**src/rtl/ppl_stage_buf.sv**
```systemverilog
// ---------------------------------------------------------------------------
// ppl_stage_buf
// Parametrised pipeline stage register for the in-order core. It carries an
// opaque data bundle and a control bundle between stages with a valid/ready
// handshake. A stall holds the contents in place. A flush squashes every held
// entry so that no side effects leak downstream.
//
// With SKID=1 the stage holds a main entry M, which drives the outputs, and a
// skid entry S. in_ready then comes straight from a register, so the backward
// stall path is cut at this stage. With SKID=0 there is only M, and in_ready
// is combinational from out_ready.
//
// Ports:
//   clk        stage clock
//   rst        asynchronous, active-high reset
//   flush      squash all held entries (branch / interrupt redirect)
//   in_valid   upstream entry valid
//   in_ready   stage can accept an entry this cycle
//   in_data    upstream data bundle  [DATA_W]
//   in_ctrl    upstream control bundle [CTRL_W]
//   out_valid  head entry valid
//   out_ready  downstream accepts head; 0 = stall
//   out_data   head data bundle [DATA_W]
//   out_ctrl   head control bundle, zero whenever out_valid is low [CTRL_W]
//   level      number of entries held (0..2)
//   stall_cnt  saturating count of cycles with out_valid=1 and out_ready=0
// ---------------------------------------------------------------------------
module ppl_stage_buf #(
    parameter int DATA_W = 32,
    parameter int CTRL_W = 16,
    parameter int SKID   = 1,
    parameter int CNT_W  = 16
) (
    input  logic              clk,
    input  logic              rst,
    input  logic              flush,
    input  logic              in_valid,
    output logic              in_ready,
    input  logic [DATA_W-1:0] in_data,
    input  logic [CTRL_W-1:0] in_ctrl,
    output logic              out_valid,
    input  logic              out_ready,
    output logic [DATA_W-1:0] out_data,
    output logic [CTRL_W-1:0] out_ctrl,
    output logic [1:0]        level,
    output logic [CNT_W-1:0]  stall_cnt
);

    logic              mValid_q, mValid_d;
    logic [DATA_W-1:0] mData_q,  mData_d;
    logic [CTRL_W-1:0] mCtrl_q,  mCtrl_d;
    logic              sValid_q, sValid_d;
    logic [DATA_W-1:0] sData_q,  sData_d;
    logic [CTRL_W-1:0] sCtrl_q,  sCtrl_d;
    logic [CNT_W-1:0]  stallCnt_q, stallCnt_d;

    logic inFire;
    logic outFire;

    // With a skid entry, in_ready depends only on whether S is occupied. That
    // keeps out_ready off the backward path. Without a skid entry, the stage
    // can take a new entry whenever M is empty or M is leaving this cycle.
    assign in_ready  = (SKID != 0) ? ~sValid_q : (~mValid_q | out_ready);
    assign inFire    = in_valid & in_ready;
    assign outFire   = mValid_q & out_ready;

    assign out_valid = mValid_q;
    assign out_data  = mData_q;
    // A bubble must never carry control bits. M_ctrl is cleared whenever M
    // goes invalid, and the gate here makes that guarantee explicit.
    assign out_ctrl  = mValid_q ? mCtrl_q : '0;
    assign level     = {1'b0, mValid_q} + {1'b0, sValid_q};
    assign stall_cnt = stallCnt_q;

    // Next-state for the M/S entries. Flush wins over every handshake: any
    // entry accepted in the flush cycle is dropped, and a head leaving in the
    // same cycle has already been taken downstream. Data is kept on
    // invalidation because only valid and ctrl matter for a bubble.
    always_comb begin
        mValid_d = mValid_q;
        mData_d  = mData_q;
        mCtrl_d  = mCtrl_q;
        sValid_d = sValid_q;
        sData_d  = sData_q;
        sCtrl_d  = sCtrl_q;

        if (flush) begin
            mValid_d = 1'b0;
            mCtrl_d  = '0;
            sValid_d = 1'b0;
            sCtrl_d  = '0;
        end else if (SKID != 0) begin
            if (outFire) begin
                if (sValid_q) begin
                    // Skid entry moves up. in_ready was low, so no new entry
                    // can arrive in this cycle.
                    mValid_d = 1'b1;
                    mData_d  = sData_q;
                    mCtrl_d  = sCtrl_q;
                    sValid_d = 1'b0;
                    sCtrl_d  = '0;
                end else if (inFire) begin
                    mValid_d = 1'b1;
                    mData_d  = in_data;
                    mCtrl_d  = in_ctrl;
                end else begin
                    mValid_d = 1'b0;
                    mCtrl_d  = '0;
                end
            end else if (inFire) begin
                if (!mValid_q) begin
                    mValid_d = 1'b1;
                    mData_d  = in_data;
                    mCtrl_d  = in_ctrl;
                end else begin
                    // Head is stalled, so park the new entry in S. in_ready
                    // falls on the next cycle.
                    sValid_d = 1'b1;
                    sData_d  = in_data;
                    sCtrl_d  = in_ctrl;
                end
            end
        end else begin
            if (inFire) begin
                mValid_d = 1'b1;
                mData_d  = in_data;
                mCtrl_d  = in_ctrl;
            end else if (outFire) begin
                mValid_d = 1'b0;
                mCtrl_d  = '0;
            end
        end
    end

    // Stall statistic for the hazard unit. It counts every cycle where the
    // head waits on downstream. It saturates instead of wrapping so that a
    // long stall never reads as a short one, and only reset clears it.
    always_comb begin
        stallCnt_d = stallCnt_q;
        if (mValid_q && !out_ready && (stallCnt_q != {CNT_W{1'b1}})) begin
            stallCnt_d = stallCnt_q + CNT_W'(1);
        end
    end

    // State registers with asynchronous reset.
    always_ff @(posedge clk or posedge rst) begin
        if (rst) begin
            mValid_q   <= 1'b0;
            mData_q    <= '0;
            mCtrl_q    <= '0;
            sValid_q   <= 1'b0;
            sData_q    <= '0;
            sCtrl_q    <= '0;
            stallCnt_q <= '0;
        end else begin
            mValid_q   <= mValid_d;
            mData_q    <= mData_d;
            mCtrl_q    <= mCtrl_d;
            sValid_q   <= sValid_d;
            sData_q    <= sData_d;
            sCtrl_q    <= sCtrl_d;
            stallCnt_q <= stallCnt_d;
        end
    end

endmodule

```
**config.mk**
```make
export PLATFORM = sky130hd
export DESIGN_NAME = ppl_stage_buf
export DESIGN_NICKNAME = d
export VERILOG_FILES = /design/src/rtl/ppl_stage_buf.sv
export SDC_FILE = /design/constraint.sdc
export NUM_CORES = 1
export LEC_CHECK = 0
export ABC_AREA = 1
export CORE_UTILIZATION = 40
export CTS_CLUSTER_DIAMETER = 200
export DETAILED_ROUTE_END_ITERATION = 7
export PLACE_DENSITY_LB_ADDON = 0.1
export SYNTH_ARGS = -nofsm -noshare
export SYNTH_HDL_FRONTEND = slang
export SYNTH_SLANG_ARGS = --single-unit
```
**constraint.sdc**
```tcl
create_clock -name clk -period 6.75 [get_ports clk]
set_input_delay 1.0125 -clock clk [delete_from_list [all_inputs] [get_ports clk]]
set_output_delay 1.0125 -clock clk [all_outputs]
set_load 0.03 [all_outputs]
```
* After elaboration in Yosys (flattened, before gate mapping)
Index checks and enable logic that the tools add are counted.
** Cells by class
- Multipliers :: 0
- Reduce and logical (&&, ||, !) cells :: 12
- Add/subtract/negate cells :: 2
- Shift-type cells :: 0
- Muxes and demuxes :: 26
- Bitwise operators :: 5
- Div/mod/pow operators :: 0
- Equality and inequality tests :: 4
- $lt $le $gt $ge :: 0
** Operator list (number)
- 16-bit two-way mux :: 12
- 32-bit two-way mux :: 5
- 16-bit by 1-bit adder with 16-bit output (second input constant) :: 1
- 16-bit != test (second input constant) :: 1
- 1-bit two-way mux :: 9
- 4-bit AND reduction :: 2
- 3-bit nonzero test :: 2
- 2-bit AND reduction :: 2
- 2-bit nonzero test :: 2
- 3-bit by 2-bit != test with 1-bit output (second input constant) :: 1
- 3-bit != test (second input constant) :: 1
- 1-bit NOT :: 3
- 3-bit AND reduction :: 1
- 1-bit by 1-bit adder with 2-bit output :: 1
- 1-bit AND :: 2
- 1-bit logical AND :: 2
- 2-bit by 1-bit != test with 1-bit output (second input constant) :: 1
- 1-bit zero test :: 1
** Storage, ports and cells
- RAM bits :: 0
- Logic and storage cells :: 56
- Register bits after elaboration :: 114
- Bits in latches :: 0
- Memories :: 0
- ROM bits :: 0

* Longest topological paths before layout
Gate-level depths: netlist of run 1.
- Depth in word-level cells :: 6
- Mapped depth :: 9

* Least setup slack after synthesis of run 1
No wires, ideal clock.
- Kind :: register -> output
- Start :: register mValid_q, in the netlist out_valid
- End :: output out_ctrl[10]
- Arrival :: 1.284 ns
- Slack :: 4.453 ns
- Data required time :: 5.738 ns
- Cell stages (with the launch flop) :: 5
- Cell sequence :: dfrtp_1 buf_6 clkbuf_1 nand2_1 inv_1
** Between the ends
- Word-level cells in the longest chain between the ends :: 1
** RTL lines
- from (decl) :: line 49 : logic mValid_q, mValid_d;
- from (signal assigned) :: line 156 : mValid_q <= mValid_d;
- 16-bit two-way mux :: line 71 : assign out_ctrl = mValid_q ? mCtrl_q : '0;
- to (decl) :: line 44 : output logic [CTRL_W-1:0] out_ctrl,
Every way passes these cells.

* Worst setup path in the final report of run 1
- Start :: register mValid_q, in the netlist out_valid
- End :: output level[1]
** Between the ends
- Word-level cells in the longest chain between the ends :: 1
** RTL lines
- 1-bit by 1-bit adder with 2-bit output :: line 72 : assign level = {1'b0, mValid_q} + {1'b0, sValid_q};
- to (decl) :: line 45 : output logic [1:0] level,
Every way passes these cells.

==> flow_summary.yaml, run 1 <==
clock_network:
  clockBufferDepth: 2
  cts_resized: 0
  cts-root-buf: "clkbuf_16"
  clock_sinks: 114
  post_cts.repair.setup_buffers: 0
  cts_tree: "done"
  clk_latency_ns: 0.41
  path_clk_slew_ns: 0.05
  cts_max_level: 4
  ctsHoldBuffers: 0
  cts_buffers: 17
floorplanning:
  fp-row-count: 42
  pin_count: 121
  die_w_um: 118
  coreArea_um2: 13200
  die_area_um2: 14000
  die_h_um: 118
  start_util_pct: 41.0
placement:
  gp_congestion: 0.776
  dp_cells: 937
  hpwlAfterDp_mm: 8.31
  port_buffers: 120
critical_path:
  crit_fanout: 22
  rr_worst_depth: 6
  start_kind: "flop"
  slowest_stage: "dfrtp_1"
  path_class: "reg2out"
  slowest_delay_ns: 0.89
  worstPathRequired_ns: 5.74
  arrival_ns: 2.31
  end_kind: "primary output"
  crit_chain: "ha_1 -> clkdlybuf4s50_1"
synthesis:
  yosysWarnings: 0
  synth.distinct_cells: 26
  seq_area_frac_synth_pct: 52.8
  synth_nets: 722
  synth_top_cell_area_share_pct: 52.8
  async_reset_ff_share_pct: 100
  post-synth-top-count-cell: "nand2_1"
  synth_commonest_cells: "118 x nand2_1, 114 x dfrtp_1, 113 x inv_1, 97 x nor2_1, 80 x a21oi_1"
  synth_xor_area_share_pct: 0.972
  syn_area_per_cell_um2: 8.10
  yosysTopAreaCell: "dfrtp_1"
  synth_compound_area_share_pct: 15.0
  muxShareOfSynthArea_pct: 0
  synth-main-ff-cell: "dfrtp_1"
  synth_top_family_by_area: "simple AND/OR/NAND/NOR gates"
  synth_edf_count: 0
  synthTopCellsByArea: "dfrtp_1 53%, nand2_1 8.2%, inv_1 7.8%"
  yosys.area_share.simple_pct: 19.4
  syn_area_um2: 5400
  synthAdderAreaFrac_pct: 0.463
  ys_ff_latch: 114
  synth_cells: 667
global_routing:
  grtUsageMet3_pct: 5.16
  grtUsageMet2_pct: 30.6
  first_global_vias: 4494
  track_usage_pct: 19.3
  grt_max_degree: 72
  grt_pass1_wl_mm: 21.2
  overflow: 0
  gr-max-usage-layer: "met2"
  grt_antenna_before_repair: 0
  global_route.usage.met1_pct: 24.6
layout:
  area_growth_pct: 33.6
  fin_util_pct: 54.7
  nets: 835
  fin_cells: 966
  num_antenna_cells: 0
  drive_above_1_share_pct: 6.33
route:
  routedWlPerCell_um: 13.2
  routed_wl_mm: 12.7
  ant_nets: 0
  dr.pass1.iters: 4
  viasPerCell: 4.80
  drtIter0Drc: 264
  vias: 4637
  drc: 0
worst_hold_path:
  holdPathStages: 2
  hold_path.class: "reg2reg"
timing:
  maxSlewHeadroom_pct: 42.4
  period_needed_ns: 3.32
  worst_slew_pin_slew_ns: 0.865
  setup_viol: 0
  period_share_pct: 49.2
  slew_viol_final: 0
  max_freq_mhz: 301
  finalHoldWorstSlack_ns: 0.487
  rsz0062_at_grt: "false"
  tns_ns: 0
  finClkSkew_ns: 0.00843
  hold_viol: 0
status:
  outcome: "completed"
run:
  maxCapViolCount: 0
pwr:
  power_leakage_uw: 0.00346
  powerDensity_nw_per_um2: 298
  p_total_uw: 2150
  ir_drop_v: 0.000152
area by class of cell:
type	instances	area [um2]
clock buffers	24	492
clock inverters	5	53.8
fillers	1245	5970
inverters	117	442
multi-input cells	407	1940
flip-flops and latches	114	2850
well taps	176	220
repair buffers	123	1220
state kept, by name, summed over array words and instances, names as in the netlist:
register and flops:
mCtrl_q 16, out_data 32, out_valid 1, sCtrl_q 16, sData_q 32, sValid_q 1, stall_cnt 16
power breakdown:
| part | switching (uW) | internal, uW |
|---|---|---|
| clock | 296 | 536 |
| combinational | 270 | 193 |
| sequential | 66.5 | 793 |
| total | 632 | 1520 |
metal layers:
metal | wire (um) | vias up | part of all wire [%]
li1 | - | 2325 | -
met4 | 224 | 0 | 1.8
met2 | 6040 | 99 | 47
met3 | 491 | 20 | 3.9
met1 | 5990 | 2193 | 47
met5 | 0 | - | 0
worst paths after layout:
| check | startpoint | to | slack [ns] |
|---|---|---|---|
| worst max-delay path | out_valid$_DFFE_PP0P_ | level[1] | 3.43 |
| worst min-delay path | sData_q[14]$_DFFE_PP0P_ | sData_q[14]$_DFFE_PP0P_ | 0.49 |
| worst max register to register | out_valid$_DFFE_PP0P_ | sData_q[23]$_DFFE_PP0P_ | 4.37 |
| worst min register to register | sData_q[14]$_DFFE_PP0P_ | sData_q[14]$_DFFE_PP0P_ | 0.49 |
| max in group asynchronous | rst | out_data[25]$_DFFE_PP0P_ | 4.46 |
| min in group asynchronous | rst | stall_cnt[7]$_DFFE_PP0P_ | 1.14 |
through the flow:
step	worst slack, ns	cell area (um2)
after detailed placement	3.73	6680
after CTS	3.41	7220
after global routing	3.34	7220
after global placement	3.82	6680
final	3.43	7220
after floorplan	2.72	5400
logic make-up after synthesis:
logic type / after synthesis
flip-flops: 114
XOR/XNOR: 6
AND/OR/NAND/NOR: 247
buffers and inverters: 146
adder cells (fa/ha/maj): 2
AO/OA/AOI/OAI: 152
critical path: cells and delay by family, from the launching register on:
family | cells | cell delay [ns]
adder cells (fa/ha/maj) | 1 | 0.28
buffers and inverters | 1 | 0.73
flip-flops | 1 | 0.89
placed cells by master, fill, tap and decap left out, types with 2 or more instances in the layout:
master	n
clkdlybuf4s50_1	120
nand2_1	118
dfrtp_1	114
inv_1	112
nor2_1	97
a21oi_1	80
o22ai_1	32
o21ai_0	19
o21ai_1	17
clkbuf_16	17
nand4_1	9
nand3_1	9
xnor2_1	6
nand2_2	5
inv_2	4
clkbuf_8	4
nor2_4	3
nand2_4	3
clkinv_2	3
clkbuf_1	3
buf_4	3
nand3_2	2
ha_1	2
(Power assumes the default switching activity.)
==> run 2: changes to the inputs <==
==> constraint.sdc (replaced) <==
create_clock -name clk -period 3.45 [get_ports clk]
set_input_delay 0.5175 -clock clk [delete_from_list [all_inputs] [get_ports clk]]
set_output_delay 0.5175 -clock clk [all_outputs]
set_load 0.03 [all_outputs]
==> flow_summary.yaml, run 2 (synthesized netlist as in run 1, its figures left out) <==
critical_path:
  end_kind: "primary output"
  start_kind: "flop"
  cp-endpoint: "level[1]"
  rr_startpoint: "out_valid$_DFFE_PP0P_"
  rr_worst_depth: 6
  crit_fanout: 22
  r2r_end: "sData_q[7]$_DFFE_PP0P_"
  arrival_ns: 2.33
  worstPathRequired_ns: 2.93
  path_class: "reg2out"
  rrSetupSlack_ns: 1.15
  crit_start: "out_valid$_DFFE_PP0P_"
placement:
  dp_cells: 938
  hpwlAfterDp_mm: 8.33
  port_buffers: 120
  dpl_cell_area_um2: 6720
  gp_congestion: 0.811
  dp_slack_ns: 0.987
timing:
  finClkSkew_ns: 0.00457
  period_share_pct: 82.7
  hold_viol: 0
  slew_viol_final: 0
  worst_slew_pin_slew_ns: 0.867
  setup_viol: 0
  fin_ws_ns: 0.598
  period_needed_ns: 2.85
  tns_ns: 0
  rsz0062_at_grt: "false"
  maxSlewHeadroom_pct: 42.2
  max_freq_mhz: 351
  finalHoldWorstSlack_ns: 0.482
clock_network:
  post_cts.repair.setup_buffers: 0
  cts-root-buf: "clkbuf_16"
  ctsHoldBuffers: 0
  clk_latency_ns: 0.41
  clockBufferDepth: 2
  clock_sinks: 114
  path_clk_slew_ns: 0.05
  cts_resized: 0
  cts_max_level: 4
  cts_buffers: 17
  cts_tree: "done"
pwr:
  powerDensity_nw_per_um2: 586
  p_seq_share_pct: 39.4
  p_clk_share_pct: 39.3
  p_sw_uw: 1280
  p_int_uw: 2990
  switching_share_pct: 30.0
  power_leakage_uw: 0.00347
  ir_drop_v: 0.000299
  combinationalPowerShare_pct: 21.3
global_routing:
  grt_max_degree: 71
  grt_antenna_before_repair: 0
  overflow: 0
  grt_pass1_wl_mm: 21.6
  first_global_vias: 4570
  track_usage_pct: 19.4
floorplanning:
  die_h_um: 118
  die_area_um2: 14000
  pin_count: 121
  start_util_pct: 41.0
  die_w_um: 118
  fp-row-count: 42
  coreArea_um2: 13200
route:
  ant_nets: 0
  routedWlPerCell_um: 13.2
  vias: 4727
  drc: 0
  dr.pass1.iters: 5
  routed_wl_mm: 12.8
  drtIter0Drc: 278
  viasPerCell: 4.87
layout:
  final_cell_mix: "120 x clkdlybuf4s50_1, 118 x nand2_1, 114 x dfrtp_1"
  fin_cells: 970
  drive_above_1_share_pct: 7.05
  area_growth_pct: 34.9
  layout_commonest_cell: "clkdlybuf4s50_1"
  nets: 836
  final_cell_area_um2: 7290
  nFillCells: 1228
  num_antenna_cells: 0
worst_hold_path:
  hold_path.class: "reg2reg"
run:
  maxCapViolCount: 0
status:
  outcome: "completed"
run 2: worst max-delay path, stage by stage (launching register included):
cell             delay [ns]
dfrtp_1                0.91
ha_1                   0.32
clkdlybuf4s50_1        0.69
run 2: how the worst min path moves through the flow:
stage | to | depth (start not counted) | from | slack [ns]
3_3_place_gp | sData_q[14]$_DFFE_PP0P_ | 2 | sData_q[14]$_DFFE_PP0P_ | 0.47
2_1_floorplan | sData_q[14]$_DFFE_PP0P_ | 2 | sData_q[14]$_DFFE_PP0P_ | 0.45
6_report | sData_q[14]$_DFFE_PP0P_ | 2 | sData_q[14]$_DFFE_PP0P_ | 0.48
5_1_grt | sData_q[20]$_DFFE_PP0P_ | 2 | sData_q[20]$_DFFE_PP0P_ | 0.52
4_1_cts | sData_q[14]$_DFFE_PP0P_ | 2 | sData_q[14]$_DFFE_PP0P_ | 0.49
3_5_place_dp | sData_q[14]$_DFFE_PP0P_ | 2 | sData_q[14]$_DFFE_PP0P_ | 0.47
run 2: area by class of cell:
| cell class | count | area (um2) | share of cell area, % |
|---|---|---|---|
| Timing Repair Buffer | 124 | 1270 | 17.4 |
| Inverter | 117 | 443 | 6.08 |
| Clock buffer | 18 | 429 | 5.89 |
| Sequential cell | 114 | 2850 | 39.1 |
| Multi-Input combinational cell | 407 | 1940 | 26.6 |
| Clock inverter | 14 | 140 | 1.92 |
| Tap cell | 176 | 220 | 3.02 |
run 2: power by group through the flow:
stage | combinational [uW] | clock, uW | sequential (uW)
global route | 988 | 1780 | 1710
CTS | 921 | 1720 | 1680
global placement | 900 | 0 | 1700
finish | 910 | 1680 | 1680
floorplan | 345 | 0 | 1880
detailed placement | 916 | 0 | 1700
run 2: per-stage QoR:
stage	total power (uW)	utilization (%)
2_1_floorplan	2230	-
3_3_place_gp	2600	51.0
3_5_place_dp	2620	51.0
4_1_cts	4320	55.3
5_1_grt	4470	55.3
6_report	4270	55.3
run 2: per-layer routing:
metal	part of all wire (%)	GRT usage, %	routed length, um
met5	0	0	0
met3	4.7	4.83	603
met1	47	25.5	6020
met2	46	30.3	5930
met4	1.9	8.49	248
